===== src/rtl/fetch_stage_if.sv =====
// ---------------------------------------------------------------------------
// fetch_stage_if
//
// Instruction-memory handshake between the fetch stage and instruction memory.
// Only one request is outstanding at a time.
//
// Signals:
//   imem_req    fetch request (driven by the fetch stage)
//   imem_addr   fetch address, equal to the fetch PC (driven by the fetch stage)
//   imem_ready  memory completes the request this cycle (driven by memory)
//   imem_rdata  instruction word, valid when imem_req && imem_ready (driven by memory)
//
// Modports:
//   master  fetch-stage side
//   slave   memory side
// ---------------------------------------------------------------------------
interface fetch_stage_if;
  logic        imem_req;
  logic [31:0] imem_addr;
  logic        imem_ready;
  logic [31:0] imem_rdata;

  modport master (
    output imem_req,
    output imem_addr,
    input  imem_ready,
    input  imem_rdata
  );

  modport slave (
    input  imem_req,
    input  imem_addr,
    output imem_ready,
    output imem_rdata
  );
endinterface


===== src/rtl/fetch_stage.sv =====
// ---------------------------------------------------------------------------
// fetch_stage
//
// Instruction-fetch front end of the 5-stage MIPS pipeline. This block holds
// the PC and the IF/ID pipeline register. It obeys the hazard-unit enables and
// takes the ID-stage redirect. It talks to instruction memory over a
// single-outstanding req/ready handshake.
//
// States:
//   FETCH    request outstanding at PC
//   HOLD     a returned word waits in the one-entry buffer while the pipe stalls
//   DISCARD  the outstanding request was squashed; its response is dropped
//
// Parameters:
//   RESET_PC    PC loaded on reset
//
// Ports:
//   clk         clock, rising edge
//   reset       synchronous active-high reset
//   PCWrite     hazard-unit PC enable (0 = stall)
//   IF_IDWrite  hazard-unit IF/ID enable (0 = stall)
//   Redirect    taken branch/jump resolved in ID this cycle
//   RedirectPC  redirect target
//   imem        instruction-memory handshake (fetch_stage_if.master)
//   PC_IF       current fetch PC
//   Instr_ID    IF/ID instruction (0 = NOP on bubble)
//   PCPlus4_ID  IF/ID PC+4
//   Valid_ID    IF/ID holds a real instruction
//
// Optional feature (macro FETCH_PERF_CNT_EN):
//   stall_cnt   cycles spent in HOLD, wraps modulo 2^32
//   squash_cnt  dropped memory responses, wraps modulo 2^32
// ---------------------------------------------------------------------------
module fetch_stage #(
  parameter logic [31:0] RESET_PC = 32'h0000_0000
) (
  input  logic                clk,
  input  logic                reset,
  input  logic                PCWrite,
  input  logic                IF_IDWrite,
  input  logic                Redirect,
  input  logic [31:0]         RedirectPC,
  fetch_stage_if.master       imem,
  output logic [31:0]         PC_IF,
  output logic [31:0]         Instr_ID,
  output logic [31:0]         PCPlus4_ID,
  output logic                Valid_ID
`ifdef FETCH_PERF_CNT_EN
  ,
  output logic [31:0]         stall_cnt,
  output logic [31:0]         squash_cnt
`endif
);

  typedef enum logic [1:0] {
    S_FETCH   = 2'd0,
    S_HOLD    = 2'd1,
    S_DISCARD = 2'd2
  } state_t;

  state_t      r_state;
  logic [31:0] r_pc;
  logic [31:0] r_buf_instr;
  logic [31:0] r_buf_pc4;
  logic [31:0] r_pending;
  logic [31:0] r_instr_id;
  logic [31:0] r_pc4_id;
  logic        r_valid_id;

  logic        w_advance;
  logic        w_complete;
  logic [31:0] w_pc_plus4;
  logic        w_deliver;
  logic [31:0] w_deliver_instr;
  logic [31:0] w_deliver_pc4;

  assign w_advance  = PCWrite & IF_IDWrite;
  assign w_pc_plus4 = r_pc + 32'd4;

  // HOLD never requests, so no completion can occur there.
  assign imem.imem_req  = ~reset & (r_state != S_HOLD);
  assign imem.imem_addr = r_pc;
  assign w_complete     = imem.imem_req & imem.imem_ready;

  // An instruction reaches IF/ID either straight from memory or from the hold
  // buffer. A redirect in the same cycle squashes it.
  assign w_deliver = ~Redirect & w_advance &
                     (((r_state == S_FETCH) & w_complete) | (r_state == S_HOLD));
  assign w_deliver_instr = (r_state == S_HOLD) ? r_buf_instr : imem.imem_rdata;
  assign w_deliver_pc4   = (r_state == S_HOLD) ? r_buf_pc4   : w_pc_plus4;

  always_ff @(posedge clk) begin
    if (reset) begin
      r_state     <= S_FETCH;
      r_pc        <= RESET_PC;
      r_buf_instr <= 32'd0;
      r_buf_pc4   <= 32'd0;
      r_pending   <= 32'd0;
      r_instr_id  <= 32'd0;
      r_pc4_id    <= 32'd0;
      r_valid_id  <= 1'b0;
    end else begin
      case (r_state)
        S_FETCH: begin
          if (w_complete) begin
            if (Redirect) begin
              r_pc <= RedirectPC;
            end else if (w_advance) begin
              r_pc <= w_pc_plus4;
            end else begin
              r_buf_instr <= imem.imem_rdata;
              r_buf_pc4   <= w_pc_plus4;
              r_state     <= S_HOLD;
            end
          end else if (Redirect) begin
            // The request cannot be withdrawn. Remember the target and
            // throw the response away when it arrives.
            r_pending <= RedirectPC;
            r_state   <= S_DISCARD;
          end
        end
        S_HOLD: begin
          if (Redirect) begin
            r_pc    <= RedirectPC;
            r_state <= S_FETCH;
          end else if (w_advance) begin
            r_pc    <= w_pc_plus4;
            r_state <= S_FETCH;
          end
        end
        S_DISCARD: begin
          if (w_complete) begin
            r_pc    <= Redirect ? RedirectPC : r_pending;
            r_state <= S_FETCH;
          end else if (Redirect) begin
            r_pending <= RedirectPC;
          end
        end
        default: r_state <= S_FETCH;
      endcase

      // IF/ID: redirect beats stall, stall beats load/bubble.
      if (Redirect) begin
        r_valid_id <= 1'b0;
        r_instr_id <= 32'd0;
      end else if (IF_IDWrite) begin
        if (w_deliver) begin
          r_valid_id <= 1'b1;
          r_instr_id <= w_deliver_instr;
          r_pc4_id   <= w_deliver_pc4;
        end else begin
          r_valid_id <= 1'b0;
          r_instr_id <= 32'd0;
        end
      end
    end
  end

  assign PC_IF      = r_pc;
  assign Instr_ID   = r_instr_id;
  assign PCPlus4_ID = r_pc4_id;
  assign Valid_ID   = r_valid_id;

`ifdef FETCH_PERF_CNT_EN
  logic        w_drop;
  logic [31:0] r_stall_cnt;
  logic [31:0] r_squash_cnt;

  // A response is lost when it is squashed on arrival, when a buffered word
  // is dropped, or when a squashed fetch finally completes.
  assign w_drop = ((r_state == S_FETCH)   & w_complete & Redirect) |
                  ((r_state == S_HOLD)    & Redirect) |
                  ((r_state == S_DISCARD) & w_complete);

  always_ff @(posedge clk) begin
    if (reset) begin
      r_stall_cnt  <= 32'd0;
      r_squash_cnt <= 32'd0;
    end else begin
      if (r_state == S_HOLD) r_stall_cnt <= r_stall_cnt + 32'd1;
      if (w_drop)            r_squash_cnt <= r_squash_cnt + 32'd1;
    end
  end

  assign stall_cnt  = r_stall_cnt;
  assign squash_cnt = r_squash_cnt;
`endif

endmodule


===== src/flat_wrapper.sv =====
// flat-port wrapper written by rule: the top's interface ports become plain ports
module fetch_stage_flat 
#(
  parameter logic [31:0] RESET_PC = 32'h0000_0000
)
  (clk, reset, PCWrite, IF_IDWrite, Redirect, RedirectPC, PC_IF, Instr_ID, PCPlus4_ID, Valid_ID, imem_imem_req, imem_imem_addr, imem_imem_ready, imem_imem_rdata);
  fetch_stage_if imem_i ();
  input  logic clk;
  input  logic reset;
  input  logic PCWrite;
  input  logic IF_IDWrite;
  input  logic Redirect;
  input  logic [31:0] RedirectPC;
  output logic [31:0] PC_IF;
  output logic [31:0] Instr_ID;
  output logic [31:0] PCPlus4_ID;
  output logic Valid_ID;
  output wire logic [$bits(imem_i.imem_req)-1:0] imem_imem_req;
  output wire logic [$bits(imem_i.imem_addr)-1:0] imem_imem_addr;
  input wire logic [$bits(imem_i.imem_ready)-1:0] imem_imem_ready;
  input wire logic [$bits(imem_i.imem_rdata)-1:0] imem_imem_rdata;
  assign imem_imem_req = imem_i.imem_req;
  assign imem_imem_addr = imem_i.imem_addr;
  assign imem_i.imem_ready = imem_imem_ready;
  assign imem_i.imem_rdata = imem_imem_rdata;
  fetch_stage #(.RESET_PC(RESET_PC)) u_core (.clk(clk), .reset(reset), .PCWrite(PCWrite), .IF_IDWrite(IF_IDWrite), .Redirect(Redirect), .RedirectPC(RedirectPC), .imem(imem_i), .PC_IF(PC_IF), .Instr_ID(Instr_ID), .PCPlus4_ID(PCPlus4_ID), .Valid_ID(Valid_ID));
endmodule

===== config.mk =====
export PLATFORM = sky130hd
export DESIGN_NAME = fetch_stage_flat
export DESIGN_NICKNAME = d
export VERILOG_FILES = /design/src/rtl/fetch_stage_if.sv /design/src/rtl/fetch_stage.sv /design/src/flat_wrapper.sv
export SDC_FILE = /design/constraint.sdc
export NUM_CORES = 1
export LEC_CHECK = 0
export CORE_AREA = 3 3 140 142
export DETAILED_ROUTE_END_ITERATION = 7
export DIE_AREA = 0 0 143 145
export PLACE_DENSITY_LB_ADDON = 0.2
export RECOVER_POWER = 100
export SKIP_LAST_GASP = 1
export SYNTH_ARGS = -nofsm -noshare
export SYNTH_HDL_FRONTEND = slang
export SYNTH_SLANG_ARGS = --single-unit

===== constraint.sdc =====
create_clock -name clk -period 2.8 [get_ports clk]
set_input_delay 0.56 -clock clk [delete_from_list [all_inputs] [get_ports clk]]
set_output_delay 0.56 -clock clk [all_outputs]
set_load 0.005 [all_outputs]

==> flow_metrics.env, run 1 <==
export IMPL_status="complete, no violations"
export IMPL_synth_edff_count=0
export IMPL_clockBufferDepth=2
export IMPL_synth_seq_area_share_pct=42.6
export IMPL_slew_violations=0
export IMPL_dr_first_iter_drc_count=731
export IMPL_synthToLayoutAreaGrowth_pct=28.3
export IMPL_cts_sinks=195
export IMPL_finalSetupViolations=0
export IMPL_initial_core_util_pct=49.3
export IMPL_syn_area_per_cell_sq_um=7.51
export IMPL_clkTransAtPathRegs_ns=0.07
export IMPL_cts_setup_buffers=0
export IMPL_clock_latency_ns=0.43
export IMPL_vias=8904
export IMPL_dp_cells=1561
export IMPL_fin_nets=1417
export IMPL_io_buffers=199
export IMPL_cp_arrival_ns=2.86
export IMPL_grt_antenna_before_repair=1
export IMPL_startpoint_type="input port"
export IMPL_die_h_um=145
export IMPL_cts_hold_buf=0
export IMPL_ys_flop_type="dfxtp_1"
export IMPL_cts_resized=0
export IMPL_drc=0
export IMPL_postSynthCellCount=1220
export IMPL_max_stage_delay_ns=0.56
export IMPL_cts_made_buffers=17
export IMPL_first_pass_iters=5
export IMPL_grt_pass1_vias=8159
export IMPL_htreeDepth=4
export IMPL_fin_util_pct=63.2
export IMPL_final_hold_violation_count=0
export IMPL_setup_tns_final_ns=0
export IMPL_finalCritPeriodShare_pct=89.3
export IMPL_grt_usage_pct=24.6
export IMPL_drive_above_1_share_pct=5.67
export IMPL_ys_seq_elements=195
export IMPL_max_freq_mhz=400
export IMPL_grt_first_pass_wirelength_um=42200
export IMPL_gp_congestion=0.911
export IMPL_wl_per_cell_um=16.5
export IMPL_fillers=1679
export IMPL_synth_cell_type_count=61
export IMPL_required_ns=3.16
export IMPL_stdcell_count=1594
export IMPL_dieArea_sq_um=20700
export IMPL_p_total_mw=6.35
export IMPL_grt_ovfl_total=0
export IMPL_core_area_sq_um=18600
export IMPL_cp_top_family="buffers and inverters"
export IMPL_skew_ns=0.00983
export IMPL_power_density_nw_per_um2=541
export IMPL_cts_tree="done"
export IMPL_fp_row_count=50
export IMPL_max_cap_violations=0
export IMPL_yosys_warnings=0
export IMPL_timing_critical_path_cells="clkdlybuf4s50_1 > nor2b_1 > o2111ai_4 > clkbuf_2 > a211o_1 > a21oi_1"
export IMPL_ant_nets=0
export IMPL_final_cell_mix="nand2_1 (284), dfxtp_1 (195), a21oi_1 (186)"
export IMPL_pin_count=200
export IMPL_dpl_cell_area_sq_um=11200
export IMPL_min_period_ns=2.50
export IMPL_crit_type="input port to flop"
export IMPL_critPathMaxFanout=41
export IMPL_cp_slowest_cell="clkbuf_2"
export IMPL_ir_worst_vdd_mv=0.478
export IMPL_rsz0062_at_grt="false"
export IMPL_via_per_inst=5.59
export IMPL_cts_root_buffer="clkbuf_16"
export IMPL_stdcell_area_sq_um=11700
export IMPL_drt_wl_total_um=26300
export IMPL_synthArstFlopShare_pct=0
export IMPL_final_common_cell="nand2_1"
export IMPL_holdCritPathClass="flop to flop"
export IMPL_die_width_um=143
export IMPL_crit_path_end_kind="flop"
export IMPL_relSlewSlack_pct=34.8
export IMPL_grt_max_degree=69
export IMPL_cp_num_buf_inv=2
export IMPL_hpwl_um=17700
export IMPL_p_leak_nw=4.37
export IMPL_synth_area_sq_um=9160
export IMPL_tightest_slew_ns=0.978
export IMPL_synthesis_nets=1291
## routing by layer
metal / part of all wire (%) / up-vias / global-route usage, %
met3: 6.2 / 39 / 4.61
met2: 46 / 349 / 38.8
met4: 1.8 / 0 / 6.56
met5: 0 / - / 0
met1: 46 / 4087 / 34.7
li1: - / 4429 / -
## worst register-to-register path, stage by stage (launching register included)
cell and delay (ns):
dfxtp_1 0.48, nand4_1 0.29, or4_1 0.67, nor4_2 0.48, mux2_2 0.39, a21oi_1 0.11
## flip-flops by register name, summed over array words and instances (netlist names)
register            cells
u_core.r_buf_pc4       32
u_core.PC_IF           32
u_core.r_buf_instr     32
u_core.Instr_ID        32
u_core.r_pending       32
u_core.Valid_ID         1
u_core.PCPlus4_ID      32
u_core.r_state          2
## power by group
part,leakage [nW],internal (mW),switching [mW]
sequential,1.58,2.86,0.0743
clock,0.321,1.59,1.12
combinational,2.46,0.310,0.398
total,4.37,4.76,1.59
## cells in the mapped netlist (9+ instances only)
master    number  share of area [%]
a21oi_1      186                 10
nor3_1        22                1.2
buf_4         34                2.8
nand2_1      284                 12
xor2_1        10               0.96
a22oi_1       10               0.82
nor2_1       111                4.6
a31oi_1       15                1.0
nand3_1       15               0.82
buf_1          9               0.37
clkbuf_1      85                3.5
o21ai_0       48                2.6
dfxtp_1      195                 43
nor4_1         9               0.61
a211oi_1      28                2.3
xnor2_1       15                1.4
## path summary, 6_finish.rpt
| check | from | to | slack, ns | depth (start not counted) |
|---|---|---|---|---|
| max reg2reg | u_core.PC_IF[18]$_SDFFE_PP0P_ | u_core.PC_IF[30]$_SDFFE_PP0P_ | 0.31 | 5 |
| min | u_core.PCPlus4_ID[10]$_SDFFE_PP0P_ | u_core.PCPlus4_ID[10]$_SDFFE_PP0P_ | 0.45 | 2 |
| max | imem_imem_ready | u_core.PCPlus4_ID[12]$_SDFFE_PP0P_ | 0.30 | 6 |
| min reg2reg | u_core.PCPlus4_ID[10]$_SDFFE_PP0P_ | u_core.PCPlus4_ID[10]$_SDFFE_PP0P_ | 0.45 | 2 |
## cell type report
cell class                 count  area (sq um)  share of cell area, %
clock inverter                12           190                   1.62
inverter                       8          30.0                  0.256
sequential                   195          3900                   33.2
tap                          234           293                   2.49
antenna                        1          2.50                 0.0213
multi-input combinational    883          4570                   38.9
clock buffer                  20           467                   3.97
timing repair buffer         241          2290                   19.5
## cells by family after synthesis
| logic type | synth area share [%] |
|---|---|
| buf+inv | 7.30 |
| simple gates | 25.4 |
| compound gates | 21.7 |
| flops | 42.6 |
| fa+ha+maj | 0.137 |
| mux | 0.478 |
| xor+xnor | 2.39 |
## stage by stage
step	setup slack (ns)	hold WS, ns
3_3_place_gp	0.278	0.437
6_report	0.300	0.445
5_1_grt	0.175	0.472
3_5_place_dp	0.192	0.443
2_1_floorplan	0.742	0.432
4_1_cts	0.391	0.453
(Power assumes the default switching activity.)
==> inputs of run 2 (changes only) <==
- CORE_AREA: 3 3 140 142 -> 3 3 138 140
- DIE_AREA: 0 0 143 145 -> 0 0 141 143
==> flow_metrics.env, run 2 (same netlist as run 1, synthesis figures left out) <==
export IMPL_final_hold_violation_count=0
export IMPL_dieArea_sq_um=20200
export IMPL_place_ws_ns=0.196
export IMPL_clockBufferDepth=2
export IMPL_hpwl_um=17400
export IMPL_dr_first_iter_drc_count=747
export IMPL_holdCritPathClass="flop to flop"
export IMPL_cts_root_buffer="clkbuf_16"
export IMPL_power_density_nw_per_um2=518
export IMPL_grt_pass1_vias=7990
export IMPL_max_freq_mhz=405
export IMPL_final_cell_mix="nand2_1 (284), dfxtp_1 (195), a21oi_1 (186)"
export IMPL_cts_hold_buf=0
export IMPL_drc=0
export IMPL_crit_type="flop to flop"
export IMPL_drive_above_1_share_pct=5.47
export IMPL_startpoint_type="flop"
export IMPL_finalCritPeriodShare_pct=88.1
export IMPL_vias=8953
export IMPL_cp_arrival_ns=2.82
export IMPL_critPathMaxFanout=9
export IMPL_timing_critical_path_cells="clkbuf_1 > nand2_1 > or4_4 > nor4_1 > mux2_2 > a31oi_1"
export IMPL_cts_tree="done"
export IMPL_cts_sinks=195
export IMPL_max_cap_violations=0
export IMPL_rsz0062_at_grt="false"
export IMPL_fin_util_pct=64.6
export IMPL_die_width_um=141
export IMPL_skew_ns=0.00870
export IMPL_tightest_slew_ns=1.24
export IMPL_final_common_cell="nand2_1"
export IMPL_cts_resized=0
export IMPL_pin_count=200
export IMPL_worstHoldStart="u_core.r_buf_instr[31]$_SDFFE_PP0P_"
export IMPL_grt_usage_pct=25.0
export IMPL_setup_tns_final_ns=0
export IMPL_clock_latency_ns=0.43
export IMPL_status="complete, no violations"
export IMPL_final_setup_worst_slack_ns=0.332
export IMPL_clkTransAtPathRegs_ns=0.07
export IMPL_synthToLayoutAreaGrowth_pct=26.7
export IMPL_io_buffers=199
export IMPL_core_area_sq_um=18000
export IMPL_finalSetupViolations=0
export IMPL_initial_core_util_pct=51.0
export IMPL_crit_path_end_kind="flop"
export IMPL_ir_worst_vdd_mv=0.455
export IMPL_grt_antenna_before_repair=1
export IMPL_relSlewSlack_pct=17.3
export IMPL_cp_top_family="simple AND/OR/NAND/NOR gates"
export IMPL_grt_max_degree=88
export IMPL_startpoint="u_core.PC_IF[2]$_SDFFE_PP0P_"
export IMPL_ant_nets=0
export IMPL_via_per_inst=5.66
export IMPL_grt_ovfl_total=0
export IMPL_drt_wl_total_um=25900
export IMPL_cts_made_buffers=17
export IMPL_wl_per_cell_um=16.4
export IMPL_cp_slowest_cell="or4_4"
export IMPL_cts_setup_buffers=0
export IMPL_htreeDepth=4
export IMPL_fin_nets=1411
export IMPL_timing_rr_start="u_core.PC_IF[2]$_SDFFE_PP0P_"
export IMPL_fin_hold_ws_ns=0.454
export IMPL_min_period_ns=2.47
export IMPL_gp_congestion=0.931
export IMPL_first_pass_iters=6
export IMPL_grt_first_pass_wirelength_um=41400
export IMPL_fp_row_count=49
export IMPL_cp_num_buf_inv=1
export IMPL_max_stage_delay_ns=0.51
export IMPL_die_h_um=143
export IMPL_fillers=1595
export IMPL_required_ns=3.15
export IMPL_slew_violations=0
export IMPL_p_leak_nw=4.33
export IMPL_p_total_mw=6.00
## run 2: area by class of cell
| type | instances | area [sq um] | area share, % |
|---|---|---|---|
| inverters | 8 | 30.0 | 0.259 |
| diodes | 1 | 2.50 | 0.0216 |
| repair buffers | 235 | 2240 | 19.3 |
| flip-flops and latches | 195 | 3900 | 33.7 |
| multi-input cells | 883 | 4570 | 39.4 |
| well taps | 229 | 287 | 2.47 |
| clock buffers | 20 | 467 | 4.02 |
| clock inverters | 11 | 101 | 0.874 |
## run 2: power by group
group	internal, mW	switching [mW]
Combinational	0.301	0.391
Clock	1.30	1.08
Sequential	2.86	0.0724
Total	4.46	1.55
## run 2: per-stage QoR
| step | cells | instance area, sq um |
|---|---|---|
| CTS | 1581 | 11700 |
| global route | 1582 | 11600 |
| floorplan | 1220 | 9160 |
| global placement | 1550 | 11100 |
| finish | 1582 | 11600 |
| detailed placement | 1550 | 11100 |
## run 2: metal layers
metal  up-vias  part of all wire, %  track usage, %
met5         -                    0               0
met4         0                  1.9            7.70
met3        44                  7.5            4.22
met2       423                   45            39.2
met1      4085                   45            35.5
li1       4401                    -               -
## run 2: path summary, 6_finish.rpt
| check | end | slack, ns | cells after the start |
|---|---|---|---|
| worst max-delay path | u_core.PC_IF[25]$_SDFFE_PP0P_ | 0.33 | 6 |
| worst min register to register | u_core.r_buf_instr[31]$_SDFFE_PP0P_ | 0.45 | 2 |
| worst min-delay path | u_core.r_buf_instr[31]$_SDFFE_PP0P_ | 0.45 | 2 |
| worst max register to register | u_core.PC_IF[25]$_SDFFE_PP0P_ | 0.33 | 6 |
## run 2: worst reg2reg max path, cell delays in order (launching register included)
cell and delay (ns):
dfxtp_1 0.33, clkbuf_1 0.37, nand2_1 0.27, or4_4 0.51, nor4_1 0.40, mux2_2 0.39, a31oi_1 0.12
